===== src/rtl/alu_defs_pkg.sv =====
// Function codes shared by the ALU datapath units, plus the divider state encoding.
package alu_defs_pkg;
    localparam logic [5:0] AND_CODE  = 6'b100100;
    localparam logic [5:0] OR_CODE   = 6'b100101;
    localparam logic [5:0] ADD_CODE  = 6'b100000;
    localparam logic [5:0] SUB_CODE  = 6'b100010;
    localparam logic [5:0] SLT_CODE  = 6'b101010;
    localparam logic [5:0] SRL_CODE  = 6'b000010;
    localparam logic [5:0] MUT_CODE  = 6'b011000;
    localparam logic [5:0] MFHI_CODE = 6'b010000;
    localparam logic [5:0] MFLO_CODE = 6'b010010;
    localparam logic [5:0] DIVU_CODE = 6'b011011;

    typedef enum logic [1:0] {
        IDLE = 2'd0,
        BUSY = 2'd1,
        DONE = 2'd2
    } divu_state_t;
endpackage


===== src/rtl/divu_unit_if.sv =====
// Operand/handshake/result bundle between the ALU datapath and the divider.
interface divu_unit_if #(parameter int WIDTH = 32);
    logic [WIDTH-1:0]   dataA;
    logic [WIDTH-1:0]   dataB;
    logic [5:0]         Signal;
    logic               start;
    logic               busy;
    logic               done;
    logic               div_zero;
    logic [2*WIDTH-1:0] divAns;

    modport master (output dataA, dataB, Signal, start,
                    input  busy, done, div_zero, divAns);
    modport slave  (input  dataA, dataB, Signal, start,
                    output busy, done, div_zero, divAns);
endinterface


===== src/rtl/divu_step.sv =====
// One restoring-division iteration: shift {rem, quo} left, trial-subtract the divisor, select.
module divu_step #(parameter int WIDTH = 32) (
    input  logic [WIDTH-1:0] rem,
    input  logic [WIDTH-1:0] quo,
    input  logic [WIDTH-1:0] dvsr,
    output logic [WIDTH-1:0] rem_n,
    output logic [WIDTH-1:0] quo_n
);
    logic [WIDTH:0] rem_sh;
    logic           ge;

    assign rem_sh = {rem, quo[WIDTH-1]};
    assign ge     = rem_sh >= {1'b0, dvsr};
    // When ge holds the difference is below dvsr, so WIDTH-bit arithmetic is exact.
    assign rem_n  = ge ? (rem_sh[WIDTH-1:0] - dvsr) : rem_sh[WIDTH-1:0];
    assign quo_n  = {quo[WIDTH-2:0], ge};
endmodule


===== src/rtl/divu_unit.sv =====
// Sequential radix-2 restoring unsigned divider; result {remainder, quotient} for HiLo.
module divu_unit
    import alu_defs_pkg::*;
#(
    parameter int         WIDTH     = 32,
    parameter logic [5:0] DIVU_SIG  = DIVU_CODE
) (
    input  logic        clk,
    input  logic        reset,
    divu_unit_if.slave  bus
);
    localparam int CW = $clog2(WIDTH);

    divu_state_t        state, state_n;
    logic [CW-1:0]      count;
    logic [WIDTH-1:0]   rem, quo, dvsr;
    logic [WIDTH-1:0]   rem_n, quo_n;
    logic [2*WIDTH-1:0] ans;
    logic               dz;
    logic               accept, last;

    assign accept = (state == IDLE) && bus.start && (bus.Signal == DIVU_SIG);
    assign last   = (count == CW'(WIDTH-1));

    divu_step #(.WIDTH(WIDTH)) u_step (
        .rem   (rem),
        .quo   (quo),
        .dvsr  (dvsr),
        .rem_n (rem_n),
        .quo_n (quo_n)
    );

    always_ff @(posedge clk) begin
        if (reset) state <= IDLE;
        else       state <= state_n;
    end

    always_comb begin
        state_n = state;
        case (state)
            IDLE:    if (accept) state_n = BUSY;
            BUSY:    if (last)   state_n = DONE;
            DONE:    state_n = IDLE;
            default: state_n = IDLE;
        endcase
    end

    always_ff @(posedge clk) begin
        if (reset) begin
            count <= '0;
            rem   <= '0;
            quo   <= '0;
            dvsr  <= '0;
            ans   <= '0;
            dz    <= 1'b0;
        end else if (accept) begin
            count <= '0;
            rem   <= '0;
            quo   <= bus.dataA;
            dvsr  <= bus.dataB;
            dz    <= (bus.dataB == '0);
        end else if (state == BUSY) begin
            rem   <= rem_n;
            quo   <= quo_n;
            count <= count + 1'b1;
            if (last) ans <= {rem_n, quo_n};
        end
    end

    assign bus.busy     = (state == BUSY) || (state == DONE);
    assign bus.done     = (state == DONE);
    assign bus.div_zero = dz;
    assign bus.divAns   = ans;
endmodule

===== src/flat_wrapper.sv =====
// flat-port wrapper written by rule: the top's interface ports become plain ports
module divu_unit_flat import alu_defs_pkg::*;
#(
    parameter int         WIDTH     = 32,
    parameter logic [5:0] DIVU_SIG  = DIVU_CODE
)
  (clk, reset, bus_dataA, bus_dataB, bus_Signal, bus_start, bus_busy, bus_done, bus_div_zero, bus_divAns);
  divu_unit_if #(.WIDTH(WIDTH)) bus_i ();
  input  logic clk;
  input  logic reset;
  input wire logic [$bits(bus_i.dataA)-1:0] bus_dataA;
  input wire logic [$bits(bus_i.dataB)-1:0] bus_dataB;
  input wire logic [$bits(bus_i.Signal)-1:0] bus_Signal;
  input wire logic [$bits(bus_i.start)-1:0] bus_start;
  output wire logic [$bits(bus_i.busy)-1:0] bus_busy;
  output wire logic [$bits(bus_i.done)-1:0] bus_done;
  output wire logic [$bits(bus_i.div_zero)-1:0] bus_div_zero;
  output wire logic [$bits(bus_i.divAns)-1:0] bus_divAns;
  assign bus_i.dataA = bus_dataA;
  assign bus_i.dataB = bus_dataB;
  assign bus_i.Signal = bus_Signal;
  assign bus_i.start = bus_start;
  assign bus_busy = bus_i.busy;
  assign bus_done = bus_i.done;
  assign bus_div_zero = bus_i.div_zero;
  assign bus_divAns = bus_i.divAns;
  divu_unit #(.WIDTH(WIDTH), .DIVU_SIG(DIVU_SIG)) u_core (.clk(clk), .reset(reset), .bus(bus_i));
endmodule

===== config.mk =====
export PLATFORM = sky130hd
export DESIGN_NAME = divu_unit_flat
export DESIGN_NICKNAME = d
export VERILOG_FILES = /design/src/rtl/alu_defs_pkg.sv /design/src/rtl/divu_unit_if.sv /design/src/rtl/divu_step.sv /design/src/rtl/divu_unit.sv /design/src/flat_wrapper.sv
export SDC_FILE = /design/constraint.sdc
export NUM_CORES = 1
export LEC_CHECK = 0
export CORE_MARGIN = 2
export CORE_UTILIZATION = 54
export CTS_CLUSTER_DIAMETER = 60
export DETAILED_ROUTE_END_ITERATION = 6
export GPL_TIMING_DRIVEN = 0
export PLACE_DENSITY_LB_ADDON = 0.1
export SLEW_MARGIN = 5
export SYNTH_ARGS = -nofsm -noshare
export SYNTH_HDL_FRONTEND = slang
export SYNTH_SLANG_ARGS = --single-unit

===== constraint.sdc =====
create_clock -name clk -period 3.7 [get_ports clk]
set_clock_uncertainty 0.05 [all_clocks]
set_input_delay 0.37 -clock clk [delete_from_list [all_inputs] [get_ports clk]]
set_output_delay 0.37 -clock clk [all_outputs]
set_load 0.02 [all_outputs]

# Yosys cells after proc, flatten, opt, wreduce, memory -nomap -nowiden
# Index checks and enable logic that the tools add are counted.
classes:
  n_addsub: 2
  order_cmp: 1
  n_eq_ne: 6
  mux: 6
  bitwise: 1
  reduce_logical: 9
op_table:
  columns: ["cell", "count"]
  rows:
  - ["$mux 32", 3]
  - ["$ge 33x32->1", 1]
  - ["$logic_not 32->1", 1]
  - ["$sub 32x32->32", 1]
  - ["$eq 6x5->1 const B", 1]
  - ["$add 5x1->5 const B", 1]
  - ["$eq 5x5->1 const B", 1]
  - ["$mux 2", 2]
  - ["$ne 2x1->1 const B", 2]
  - ["$pmux 2 s2", 1]
  - ["$reduce_and 3->1", 1]
  - ["$eq 2x1->1 const B", 1]
  - ["$eq 2x2->1 const B", 1]
  - ["$logic_and 1x1->1", 2]
  - ["$logic_not 2->1", 1]
  - ["$reduce_and 2->1", 1]
  - ["$reduce_bool 2->1", 1]
  - ["$reduce_or 2->1", 1]
  - ["$logic_or 1x1->1", 1]
  - ["$not 1->1", 1]
totals:
  ff_bits: 168
  input_bits: 73
  word_cells: 32

# Longest topological paths before layout
# Gate-level depths: netlist of run 1.
logic_depth:
  word_depth: 5
  ltp_mapped: 13
  ltp_nobuf: 12

# Modules after synthesis
# Synthesis of run 1 repeated with hierarchy kept, for this count alone.
unflattened:
  cells_unflattened: 1076
  area_unflattened_um2: 8969.9
modules_own_cells:
  columns: ["module", "instances", "cells_each", "area_per_inst_um2", "seq_area_each_um2"]
  rows:
  - ["divu_unit", 1, 721, 6398.6, 3363.2]
  - ["divu_step", 1, 355, 2571.2, 0.0]

# Worst setup path after synthesis of run 1
# Ideal clock, no wire load.
synth_path:
  kind: "flip-flop to flip-flop"
  start: "register u_core.dvsr[21]"
  end: "register u_core.rem[10]"
  setup_time_ns: 0.132
  arrival_time_ns: 2.474
  required_time_ns: 3.518
  slack_ns: 1.043
  stages_incl_launch_ff: 14
  n_path_buf: 3
  synth_period_minus_slack_ns: 2.657
  path_cell_list: "dfxtp_1 > inv_1 > ha_1 > buf_2 > and3_1 > or3b_1 > nor4_1 > a31oi_1 > a21oi_2 > a21oi_2 > buf_6 > buf_2 > a21oi_1 > a21oi_1"
synth_between:
  elab_chain_len: 2
synth_lines:
  columns: ["item", "line_no", "source"]
  rows:
  - ["from (decl)", "divu_unit.sv:16", "logic [WIDTH-1:0] rem, quo, dvsr;"]
  - ["from (signal assigned)", "divu_unit.sv:60", "dvsr <= bus.dataB;"]
  - ["$ge 33x32->1", "divu_step.sv:13", "assign ge = rem_sh >= {1'b0, dvsr};"]
  - ["$mux 32", "divu_step.sv:15", "assign rem_n = ge ? (rem_sh[WIDTH-1:0] - dvsr) : rem_sh[WIDTH-1:0];"]
  - ["to (signal assigned)", "divu_unit.sv:63", "rem <= rem_n;"]
  - ["to (decl)", "divu_unit.sv:16", null]
# No other way between the ends.
# A chain may end at the register's enable or synchronous reset.

# Worst setup path after layout of run 1
layout_path:
  start: "register u_core.dvsr[20]"
  end: "register u_core.rem[23]"
layout_between:
  elab_chain_len: 2
  word_cells_on_any_way: 3
layout_lines:
  columns: ["item", "line_no"]
  rows:
  - ["$sub 32x32->32 / $ge 33x32->1 (equally long branches)", "divu_step.sv:15, divu_step.sv:13"]
  - ["$mux 32 (*)", "divu_step.sv:15"]
# Every way passes the cells marked *; elsewhere a longest branch is shown, timed or not.

==> results of run 1 <==
[power breakdown]
group | internal [mW] | switching [mW] | total, mW
Sequential | 1.86 | 0.0484 | 1.91
Combinational | 1.19 | 1.90 | 3.09
Clock | 0.965 | 0.784 | 1.75
Total | 4.02 | 2.73 | 6.75
[worst max-delay path, stage by stage (launching register included)]
cell       delay, ps
dfxtp_1          330
inv_1             50
ha_1             410
and3_1           220
or3b_1           440
nor4_1           400
a31oi_1          190
o2111ai_1        170
a21oi_2          170
buf_6            190
buf_6            150
a21oi_1          320
a21oi_1          110
[cell usage in the layout (no fill, tap or decap), types with 4 or more instances in the layout]
master	Yosys	final
a31oi_1	10	10
a21o_1	8	8
nand3_1	11	11
nand2b_1	6	6
nor4_1	9	9
nor3_1	11	11
dfxtp_1	168	168
inv_6	0	6
clkdlybuf4s50_1	0	138
clkbuf_16	0	17
xor2_1	13	13
a21oi_1	174	174
o21a_1	6	6
nor2b_1	7	7
clkbuf_1	58	59
o31ai_1	4	4
mux2i_1	46	46
buf_2	10	10
nor2_1	76	76
ha_1	38	38
a211oi_1	35	35
xnor2_1	15	15
nand2_1	170	170
and3_1	10	10
a31o_2	4	4
inv_1	44	44
nand4_1	9	9
o21ai_0	76	76
[sequential cells by signal, summed over array words and instances (netlist names)]
name and flops:
u_core.bus.div_zero 1, u_core.quo 32, u_core.state 2, u_core.bus.divAns 64, u_core.count 5, u_core.rem 32, u_core.dvsr 32
[cells by family after synthesis]
kind of cell / count (synthesis) / synth area share
XOR/XNOR: 28 / 0.0293
AO/OA/AOI/OAI: 341 / 0.236
multiplexers: 46 / 0.0549
buffers and inverters: 117 / 0.0566
AND/OR/NAND/NOR: 319 / 0.163
flip-flops: 168 / 0.401
adder cells (fa/ha/maj): 39 / 0.0591
[cell type report]
cell class	count	area share
Buffer	73	0.0292
Clock buffer	19	0.0418
Clock inverter	13	0.0124
Inverter	44	0.0156
Multi-Input combinational cell	773	0.430
Sequential cell	168	0.318
Tap cell	188	0.0222
Timing Repair Buffer	139	0.131
[metrics by stage]
stage	power (mW)	std cells	setup TNS [ps]	cell area [um^2]	hold slack, ps
2_1_floorplan	4.16	1058	0	8380	386
3_3_place_gp	4.95	1384	-2260	10000	391
3_5_place_dp	4.95	1385	0	10000	398
4_1_cts	6.70	1417	0	10600	407
5_1_grt	7.12	1417	0	10600	426
6_report	6.75	1417	0	10600	404
[routing by layer]
metal | GRT usage | wire [um] | up-vias
li1 | - | - | 4008
met4 | 0.103 | 715 | 0
met5 | 0 | 0 | -
met1 | 0.376 | 10700 | 3768
met2 | 0.493 | 11100 | 246
met3 | 0.0728 | 1590 | 47
[final timing paths]
check	end	slack, ps	cells after the start
min	u_core.bus.divAns[25]	400	2
min reg2reg	u_core.bus.divAns[25]	400	2
max reg2reg	u_core.rem[23]	340	12
max	u_core.rem[23]	340	12
[cells in the mapped netlist (11+ instances only)]
library cell  instances  area [um^2]
a211oi_1             35          263
a21oi_1             174          871
clkbuf_1             58          218
dfxtp_1             168         3360
ha_1                 38          475
inv_1                44          165
mux2i_1              46          460
nand2_1             170          638
nand3_1              11         55.1
nor2_1               76          285
nor3_1               11         55.1
o21ai_0              76          380
xnor2_1              15          131
xor2_1               13          114
==> flow_summary.json, run 1 <==
{
  "grt_first_pass_wirelength_um": 38700,
  "cp_max_fo": 10,
  "drtAntennaViolNets": 0,
  "synth_ff_type": "dfxtp_1",
  "post-route-util": 0.696,
  "dp_hpwl_um": 17900,
  "yosysSeqAreaShare": 0.401,
  "synthArstFlopShare": 0,
  "fin_nets": 1328,
  "period_share": 0.907,
  "required_ps": 3940,
  "hold_viol": 0,
  "clk_pin_slew_ps": 70,
  "worst_ir_drop_vdd_v": 0.000458,
  "status": "complete, no violations",
  "cts_setup_buffers": 0,
  "firstDrtPassIters": 5,
  "critPathArrivalTime_ps": 3600,
  "cts_buffers": 17,
  "cts.path.max_buffers": 2,
  "synth_enable_flop_cells": 0,
  "p_leak_nw": 3.89,
  "r2r_start": "u_core.dvsr[20]",
  "regArea_mm2": 0.00336,
  "antenna_found_initial": 0,
  "powerDensity_mw_per_mm2": 638,
  "chipHeight_um": 129,
  "portBuffers": 138,
  "vias": 8069,
  "gp_congestion": 0.954,
  "fill_cells": 1273,
  "cap_violations": 0,
  "relSlewSlack": 0.477,
  "yosysWarnings": 0,
  "dieArea_mm2": 0.0165,
  "grt_usage": 0.296,
  "cts_tree": "yes",
  "first_global_vias": 7737,
  "drt_iter0_drc": 596,
  "fin_ws_ps": 344,
  "ys_types": 53,
  "synth_cells": 1058,
  "clock_latency_ps": 440,
  "ios": 140,
  "multi_input_area_mm2": 0.00455,
  "grt_max_degree": 17,
  "avgRoutedWirePerCell_um": 17.0,
  "start_kind": "register",
  "cp-end-kind": "register",
  "cts-resized-gates": 0,
  "layout-drive-gt1-share": 0.0480,
  "cts_num_sinks": 168,
  "critical_path_class": "reg -> reg",
  "vias_per_cell": 5.69,
  "clockRootBuffer": "clkbuf_16",
  "final_max_slew_viol_count": 0,
  "remaining_drc_errors": 0,
  "netlist_area_mm2": 0.00838,
  "finalWirelength_um": 24100,
  "grt_overflow": 0,
  "syn2layout_area_growth_pct": 26.3,
  "max_freq_ghz": 0.298,
  "worst_pin_slew_ps": 784,
  "ctsHtreeMaxLevel": 4,
  "setup_violations": 0,
  "rows": 45,
  "syn-mean-instance-area_um2": 7.92,
  "pre_cts_ws_ps": 393,
  "initial_utilization": 0.551,
  "fin_crit_ps": 3360,
  "hold_class": "reg -> reg",
  "grt_setup_unrepaired": "no",
  "hold_path.startpoint": "u_core.bus.divAns[25]",
  "ctsHoldBuffers": 0,
  "die_w_um": 129,
  "coreArea_mm2": 0.0152,
  "cp-startpoint": "u_core.dvsr[20]",
  "diodes": 0,
  "synth_seq_cells": 168,
  "synthesis.nets": 1170
}
No activity file was read; power rests on OpenSTA's default activity.
==> inputs of run 2 (changes only) <==
--- a/config.mk
+++ b/config.mk
@@ -11,6 +11,7 @@
 export DETAILED_ROUTE_END_ITERATION = 6
 export GPL_TIMING_DRIVEN = 0
 export PLACE_DENSITY_LB_ADDON = 0.1
+export REMOVE_ABC_BUFFERS = 1
 export SLEW_MARGIN = 5
 export SYNTH_ARGS = -nofsm -noshare
 export SYNTH_HDL_FRONTEND = slang
==> run 2 against run 1 <==
Compared with the run above:
- cell count shrank 4.3%
- first-iteration DRC count shrank 19%
- worst setup slack lost 120 ps
- flip-flop and latch count is the same
- maximum frequency shrank 3.4%
- power shrank 2.1%
- global-route usage shrank 3.4 points
- register-to-register slack lost 120 ps
- sequential share of layout area grew 0.12 points
- critical path type unchanged
- critical endpoint is now u_core.rem[1]
==> flow_summary.json, run 2 (synthesis results as in run 1) <==
{
  "initial_utilization": 0.551,
  "cts_buffers": 17,
  "p_leak_nw": 3.88,
  "cp_max_fo": 29,
  "final_common_cell": "a21oi_1",
  "diodes": 0,
  "status": "complete, no violations",
  "coreArea_mm2": 0.0152,
  "hold_depth": 2,
  "first_global_vias": 7356,
  "chipHeight_um": 129,
  "avgRoutedWirePerCell_um": 15.6,
  "reg2reg_depth": 13,
  "path_common_cell": "a21o_1",
  "syn2layout_area_growth_pct": 25.8,
  "vias_per_cell": 5.66,
  "largest_reg_flops": 64,
  "cp-end-kind": "register",
  "r2r_start": "u_core.dvsr[26]",
  "cts_setup_buffers": 0,
  "drt_iter0_drc": 480,
  "powerDensity_mw_per_mm2": 627,
  "final_max_slew_viol_count": 0,
  "required_ps": 4010,
  "ios": 140,
  "cap_violations": 0,
  "ctsHtreeMaxLevel": 4,
  "hold_path.startpoint": "reset",
  "grt_usage": 0.262,
  "mostFrequentLayoutCells": "a21oi_1 (174), nand2_1 (170), dfxtp_1 (168), clkdlybuf4s50_1 (138), o21ai_0 (76)",
  "dp_hpwl_um": 14700,
  "dp.cells": 1324,
  "cts_num_sinks": 168,
  "antenna_found_initial": 0,
  "max_freq_ghz": 0.288,
  "critical_path_class": "reg -> reg",
  "period_share": 0.939,
  "grt_first_pass_wirelength_um": 35100,
  "clockRootBuffer": "clkbuf_16",
  "layoutNonFillerInstCount": 1356,
  "fin_hold_ws_ps": 308,
  "p_total_mw": 6.61,
  "layout-drive-gt1-share": 0.0539,
  "worstPathCellList": "inv_1, ha_1, a21o_1, a21o_1, a21o_1, a31oi_1, o2111ai_1, a21oi_4, buf_16, buf_16, mux2i_1, mux2i_1, nor2_1",
  "vias": 7669,
  "cts.path.max_buffers": 2,
  "hold_class": "in -> reg",
  "critPathArrivalTime_ps": 3790,
  "fin_setup_tns_ps": 0,
  "clock_latency_ps": 430,
  "portBuffers": 139,
  "setup_violations": 0,
  "rrSetupSlack_ps": 220,
  "worst_ir_drop_vdd_v": 0.000417,
  "dpl_cell_area_mm2": 0.00996,
  "die_w_um": 129,
  "grt_overflow": 0,
  "crit_slowest_cell": "a21oi_4",
  "hold_viol": 0,
  "remaining_drc_errors": 0,
  "whs_endpoint": "u_core.state[0]",
  "fin_nets": 1267,
  "dieArea_mm2": 0.0165,
  "r2r_end": "u_core.rem[1]",
  "cp_slowest_stage_delay_ps": 480,
  "relSlewSlack": 0.327,
  "clk_pin_slew_ps": 70,
  "gp_congestion": 0.899,
  "cts_tree": "yes",
  "drtAntennaViolNets": 0,
  "start_kind": "register",
  "firstDrtPassIters": 5,
  "grt_max_degree": 86,
  "fin_crit_ps": 3480,
  "finalWirelength_um": 21200,
  "design_area_mm2": 0.0105,
  "grt_setup_unrepaired": "no",
  "rows": 45,
  "worst_pin_slew_ps": 1010
}
## run 2: cell count changes in the layout (fill, tap and decap cells not counted), moves of 3 or more
cell / previous run / this run
buf_16: 0 / 6
buf_4: 1 / 4
buf_2: 10 / 1
buf_6: 3 / 0
clkbuf_1: 59 / 1
## run 2: timing repair
item | 4_1_cts | 5_1_grt
endpoints found under the setup margin | 0 | 1
gates resized for setup | 0 | 1
hold buffers | 0 | 0
endpoints found under the hold margin | 0 | 0
## run 2: critical path: cells and delay by family, from the launching register on
kind | cells | cell delay (ps)
flip-flops | 1 | 370
buffers and inverters | 3 | 460
AO/OA/AOI/OAI | 6 | 1560
multiplexers | 2 | 430
adder cells (fa/ha/maj) | 1 | 400
AND/OR/NAND/NOR | 1 | 110
## run 2: cell type report
| cell class | count | area [um^2] |
|---|---|---|
| inverters | 44 | 165 |
| fillers | 1304 | 4660 |
| flip-flops and latches | 168 | 3360 |
| well taps | 188 | 235 |
| repair buffers | 151 | 1620 |
| clock inverters | 14 | 144 |
| clock buffers | 18 | 429 |
| multi-input cells | 773 | 4590 |
## run 2: how the worst max path moves through the flow
stage	to	from	cells after the start	slack, ps
floorplan	u_core.rem[29]	u_core.state[0]	8	-1590
finish	u_core.rem[1]	u_core.dvsr[26]	13	220
detailed placement	u_core.rem[0]	u_core.dvsr[26]	13	260
global placement	u_core.rem[29]	bus_Signal[5]	7	-5690
CTS	u_core.rem[0]	u_core.dvsr[26]	13	230
global route	u_core.rem[1]	u_core.dvsr[22]	13	20
## run 2: power breakdown
group	internal (mW)	total, mW	switching (mW)
registers	1.86	1.91	0.0435
logic	1.27	2.98	1.72
clock network	0.944	1.72	0.778
total	4.07	6.61	2.54
## run 2: routing by layer
metal	vias to the layer above	GRT usage	part of all wire
met4	0	0.0780	0.018
met3	32	0.0852	0.062
met5	-	0	0
met1	3588	0.318	0.45
li1	3887	-	-
met2	162	0.446	0.47
## run 2: per-stage QoR
stage	setup slack, ps	util
finish	225	0.694
global route	23.3	0.694
CTS	228	0.693
detailed placement	256	0.655
global placement	-5690	0.638
floorplan	-1590	-
==> inputs of run 3 (changes only) <==
--- a/config.mk
+++ b/config.mk
@@ -10,9 +10,9 @@
 export CTS_CLUSTER_DIAMETER = 60
 export DETAILED_ROUTE_END_ITERATION = 6
 export GPL_TIMING_DRIVEN = 0
-export PLACE_DENSITY_LB_ADDON = 0.1
+export PLACE_DENSITY = 0.81
 export REMOVE_ABC_BUFFERS = 1
-export SLEW_MARGIN = 5
+export SLEW_MARGIN = 10
 export SYNTH_ARGS = -nofsm -noshare
 export SYNTH_HDL_FRONTEND = slang
 export SYNTH_SLANG_ARGS = --single-unit
==> run 3 against run 2 <==
Compared with the run above:
- cell count stayed put
- utilization increased by 0.058 points
- worst hold slack lost 8.5 ps
- combinational power hardly changed
- clock power grew 3%
- worst setup slack better by 200 ps
- via count increased by 0.47%
- flip-flop and latch count stayed put
- critical endpoint is now u_core.rem[11]
- highest routed layer unchanged
==> flow_summary.json, run 3 (synthesis results as in run 1) <==
{
  "ios": 140,
  "grt_first_pass_wirelength_um": 34600,
  "portBuffers": 139,
  "syn2layout_area_growth_pct": 25.9,
  "die_w_um": 129,
  "final_common_cell": "a21oi_1",
  "layout-drive-gt1-share": 0.0539,
  "critical_path_class": "reg -> reg",
  "cts_buffers": 17,
  "grt_overflow": 0,
  "multi_input_area_mm2": 0.00458,
  "remaining_drc_errors": 0,
  "chipHeight_um": 129,
  "worst_ir_drop_vdd_v": 0.000505,
  "coreArea_mm2": 0.0152,
  "final_max_slew_viol_count": 0,
  "gp_congestion": 0.879,
  "cts.path.max_buffers": 2,
  "max_freq_ghz": 0.306,
  "required_ps": 3950,
  "relSlewSlack": 0.317,
  "p_leak_nw": 3.89,
  "setup_violations": 0,
  "antenna_found_initial": 0,
  "ctsHoldBuffers": 0,
  "grt_usage": 0.259,
  "firstDrtPassIters": 5,
  "drt_iter0_drc": 460,
  "vias_per_cell": 5.68,
  "cts_tree": "yes",
  "dieArea_mm2": 0.0165,
  "grt_max_degree": 87,
  "first_global_vias": 7380,
  "avgRoutedWirePerCell_um": 15.6,
  "status": "complete, no violations",
  "largest_reg_flops": 64,
  "fill_cells": 1286,
  "finalWirelength_um": 21200,
  "diodes": 0,
  "cts-resized-gates": 0,
  "cts_num_sinks": 168,
  "critPathArrivalTime_ps": 3520,
  "regArea_mm2": 0.00336,
  "period_share": 0.884,
  "cts_setup_buffers": 0,
  "fin_nets": 1267,
  "dp_hpwl_um": 15000,
  "clk_pin_slew_ps": 70,
  "cap_violations": 0,
  "worst_pin_slew_ps": 1020,
  "start_kind": "register",
  "hold_class": "in -> reg",
  "drtAntennaViolNets": 0,
  "ctsHtreeMaxLevel": 4,
  "fin_crit_ps": 3270,
  "fin_hold_ws_ps": 299,
  "cp-end-kind": "register",
  "p_total_mw": 6.68,
  "hold_viol": 0,
  "clock_latency_ps": 440,
  "grt_setup_unrepaired": "no",
  "vias": 7705,
  "initial_utilization": 0.551,
  "mostFrequentLayoutCells": "a21oi_1 (174), nand2_1 (170), dfxtp_1 (168), clkdlybuf4s50_1 (138), o21ai_0 (76)",
  "cp_max_fo": 29,
  "clockRootBuffer": "clkbuf_16",
  "powerDensity_mw_per_mm2": 633,
  "post-route-util": 0.694,
  "rows": 45
}
-- run 3: path summary, 6_finish.rpt --
| check | slack (ps) | start | depth (start not counted) | endpoint |
|---|---|---|---|---|
| max | 430 | u_core.dvsr[21] | 11 | u_core.rem[11] |
| min | 300 | reset | 2 | u_core.bus.divAns[15] |
| max reg2reg | 430 | u_core.dvsr[21] | 11 | u_core.rem[11] |
| min reg2reg | 400 | u_core.bus.divAns[31] | 2 | u_core.bus.divAns[31] |
-- run 3: worst max-delay path, stage by stage (launching register included) --
cell and delay, ps:
dfxtp_1 340, inv_1 50, ha_1 400, and3_1 230, or3b_1 440, nor4_1 400, a31oi_1 200, o2111ai_1 190
a21oi_4 180, buf_16 210, a21oi_1 330, a21oi_1 110
-- run 3: final cells by class --
cell class,count,area share
multi-input cells,773,0.434
flip-flops and latches,168,0.319
repair buffers,151,0.153
clock buffers,19,0.0429
well taps,188,0.0223
inverters,44,0.0157
clock inverters,13,0.0126
-- run 3: metrics by stage --
step | instance area (um^2) | worst slack, ps | std cells | TNS, ps
after floorplan | 8070 | -1590 | 985 | -106810
after global placement | 9700 | -5380 | 1312 | -442990
after detailed placement | 9970 | 507 | 1324 | 0
after CTS | 10600 | 496 | 1356 | 0
after global routing | 10600 | 250 | 1356 | 0
final | 10600 | 428 | 1356 | 0
-- run 3: power by group --
group	leakage [nW]	internal (mW)	total, mW	switching [mW]
sequential	1.35	1.86	1.90	0.0428
combinational	2.24	1.26	3.00	1.74
clock	0.293	0.985	1.78	0.796
-- run 3: metal layers --
layer / vias up / GRT usage / wire length, um
li1: 3889 / - / -
met1: 3575 / 0.313 / 9150
met2: 206 / 0.437 / 10000
met3: 35 / 0.0802 / 1550
met4: 0 / 0.0927 / 502
met5: - / 0 / 0
==> RTL change (config.mk and constraints of run 1) <==
`WIDTH` is set to 32 in 4 places; all go to 64.
--- a/src/rtl/divu_unit_if.sv
+++ b/src/rtl/divu_unit_if.sv
@@ -1,3 +1,3 @@
 // Operand/handshake/result bundle between the ALU datapath and the divider.
-interface divu_unit_if #(parameter int WIDTH = 32);
+interface divu_unit_if #(parameter int WIDTH = 64);
     logic [WIDTH-1:0]   dataA;
--- a/src/rtl/divu_step.sv
+++ b/src/rtl/divu_step.sv
@@ -1,3 +1,3 @@
 // One restoring-division iteration: shift {rem, quo} left, trial-subtract the divisor, select.
-module divu_step #(parameter int WIDTH = 32) (
+module divu_step #(parameter int WIDTH = 64) (
     input  logic [WIDTH-1:0] rem,
--- a/src/rtl/divu_unit.sv
+++ b/src/rtl/divu_unit.sv
@@ -4,3 +4,3 @@
 #(
-    parameter int         WIDTH     = 32,
+    parameter int         WIDTH     = 64,
     parameter logic [5:0] DIVU_SIG  = DIVU_CODE
--- a/src/flat_wrapper.sv
+++ b/src/flat_wrapper.sv
@@ -3,3 +3,3 @@
 #(
-    parameter int         WIDTH     = 32,
+    parameter int         WIDTH     = 64,
     parameter logic [5:0] DIVU_SIG  = DIVU_CODE
Interface: changed (resized bus_dataA, bus_dataB and bus_divAns); port bits go from 140 to 268. The function was not compared with the original's and may differ.
==> RTL change against run 1 <==
  * Die area rose by 94%
  * Synthesized area up 97%
  * Critical endpoint is now u_core.rem[55]$_SDFFE_PP0P_
  * Worst setup slack got worse by 0.24 ns
  * Power increased by 140%
  * First-iteration DRC count is 140% higher
  * Sequential cell count grew 161
  * Clock power increased by 110%
  * Routed wire length increased by 130%
  * Synthesized cell count rose by 99%
  * Hold slack worse by 0.036 ns
  * Final area is 99% higher
==> RTL change: results (changes against run 1) <==
- Status: completed (unchanged)
- Synth cell types: 67 (was 53)
- Mux cell area share after synthesis: 5.40% (was 5.49%)
- DR WL met3: 3.68 mm (was 1.59 mm)
- Post-synthesis adder-cell area fraction: 5.34% (was 5.91%)
- M3 GR Usage: 4.28% (was 7.28%)
- Avg Vias per Cell: 5.89 (was 5.69)
- Worst Hold Class: in2reg (was reg2reg)
- Nets: 2621 (was 1328)
- CP Capture Point: u_core.rem[55]$_SDFFE_PP0P_ (was u_core.rem[23]$_SDFFE_PP0P_)
- Total CTS buffers: 37 (was 17)
- Worst-Skew Late Latency: 0.53 ns (was 0.44 ns)
- Register Area: 6590 sq um (was 3360 sq um)
- Routed wl met2: 25.2 mm (was 11.1 mm)
- GRT met1 Usage: 45.5% (was 37.6%)
- First-pass GRT wire length: 83.5 mm (was 38.7 mm)
- Register area share after synthesis: 39.8% (was 40.1%)
- Synth area leaders: dfxtp_1 (40%), a21oi_1 (9.9%), nand2_1 (7.8%) (was dfxtp_1 (40%), a21oi_1 (10%), nand2_1 (7.6%))
- Number of multi-input logic gates: 1545 (was 773)
- Post-synthesis xor/xnor area fraction: 3.34% (was 2.93%)
- CTS Buffer Depth: 3 (was 2)
- Routed WL per cell: 19.4 microns (was 17.0 microns)
- Leak Pwr: 7.85 nW (was 3.89 nW)
- Detailed placement HPWL: 41.7 mm (was 17.9 mm)
- H-tree depth: 2 (was 4)
- Met2 usage: 53.6% (was 49.3%)
- Via count: 16700 (was 8069)
- Max IR drop VDD: 0.620 mV (was 0.458 mV)
- Sink Count: 329 (was 168)
- Mapped Nets: 2316 (was 1170)
- Most numerous cell in the Yosys netlist: nand2_1 (was a21oi_1)
- Port Buffers: 267 (was 138)
- Cell Area, Placed: 19700 sq um (was 10000 sq um)
- Hold depth: 3 (was 2)
- Hold Crit Start: bus_dataB[2] (was u_core.bus.divAns[25]$_SDFFE_PP0P_)
- Inverters: 84 (was 44)
- Dpl cells: 2772 (was 1385)
- R2R Path Start: u_core.dvsr[7]$_SDFFE_PP0P_ (was u_core.dvsr[20]$_SDFFE_PP0P_)
- Fill cell count: 2613 (was 1273)
- CLK BUF: 51 (was 19)
- Worst Path Max Fanout: 6 (was 10)
- Wl on met1: 24.5 mm (was 10.7 mm)
- Clk cell area share: 5.64% (was 5.43%)
- Non-clock buffer count: 417 (was 212)
- Fraction of area in multi-input gates: 43.5% (was 43.0%)
[RTL change: logic make-up (layout without fill, tap and decap cells)]
group	count (synthesis)	in the layout
other	0	3
buffers and inverters	235	566
AOI/OAI and AO/OA	700	700
adders and majority gates	70	70
xor gates and xnor gates	63	63
DFF	329	329
muxes	89	89
and+or+nand+nor	623	623
[RTL change: per-stage QoR]
step / setup TNS [ns] / power [mW] / worst slack [ns]
after global placement: -7.36 / 11.8 / -0.217
final: 0 / 16.0 / 0.108
after floorplan: 0 / 9.38 / 0.721
after detailed placement: -8.94 / 11.8 / -0.253
after CTS: 0 / 15.5 / 0.00347
after global routing: -0.0430 / 16.8 / -0.0254
[RTL change: what timing repair did]
action | in CTS | in global routing
setup endpoints to repair | 60 | 114
setup buffers | 0 | 4
gates resized for setup | 11 | 23
pin swaps | 0 | 4
[RTL change: power breakdown]
| part | switching (mW) | internal (mW) |
|---|---|---|
| logic | 5.52 | 3.15 |
| clock network | 1.51 | 2.10 |
| registers | 0.0956 | 3.65 |
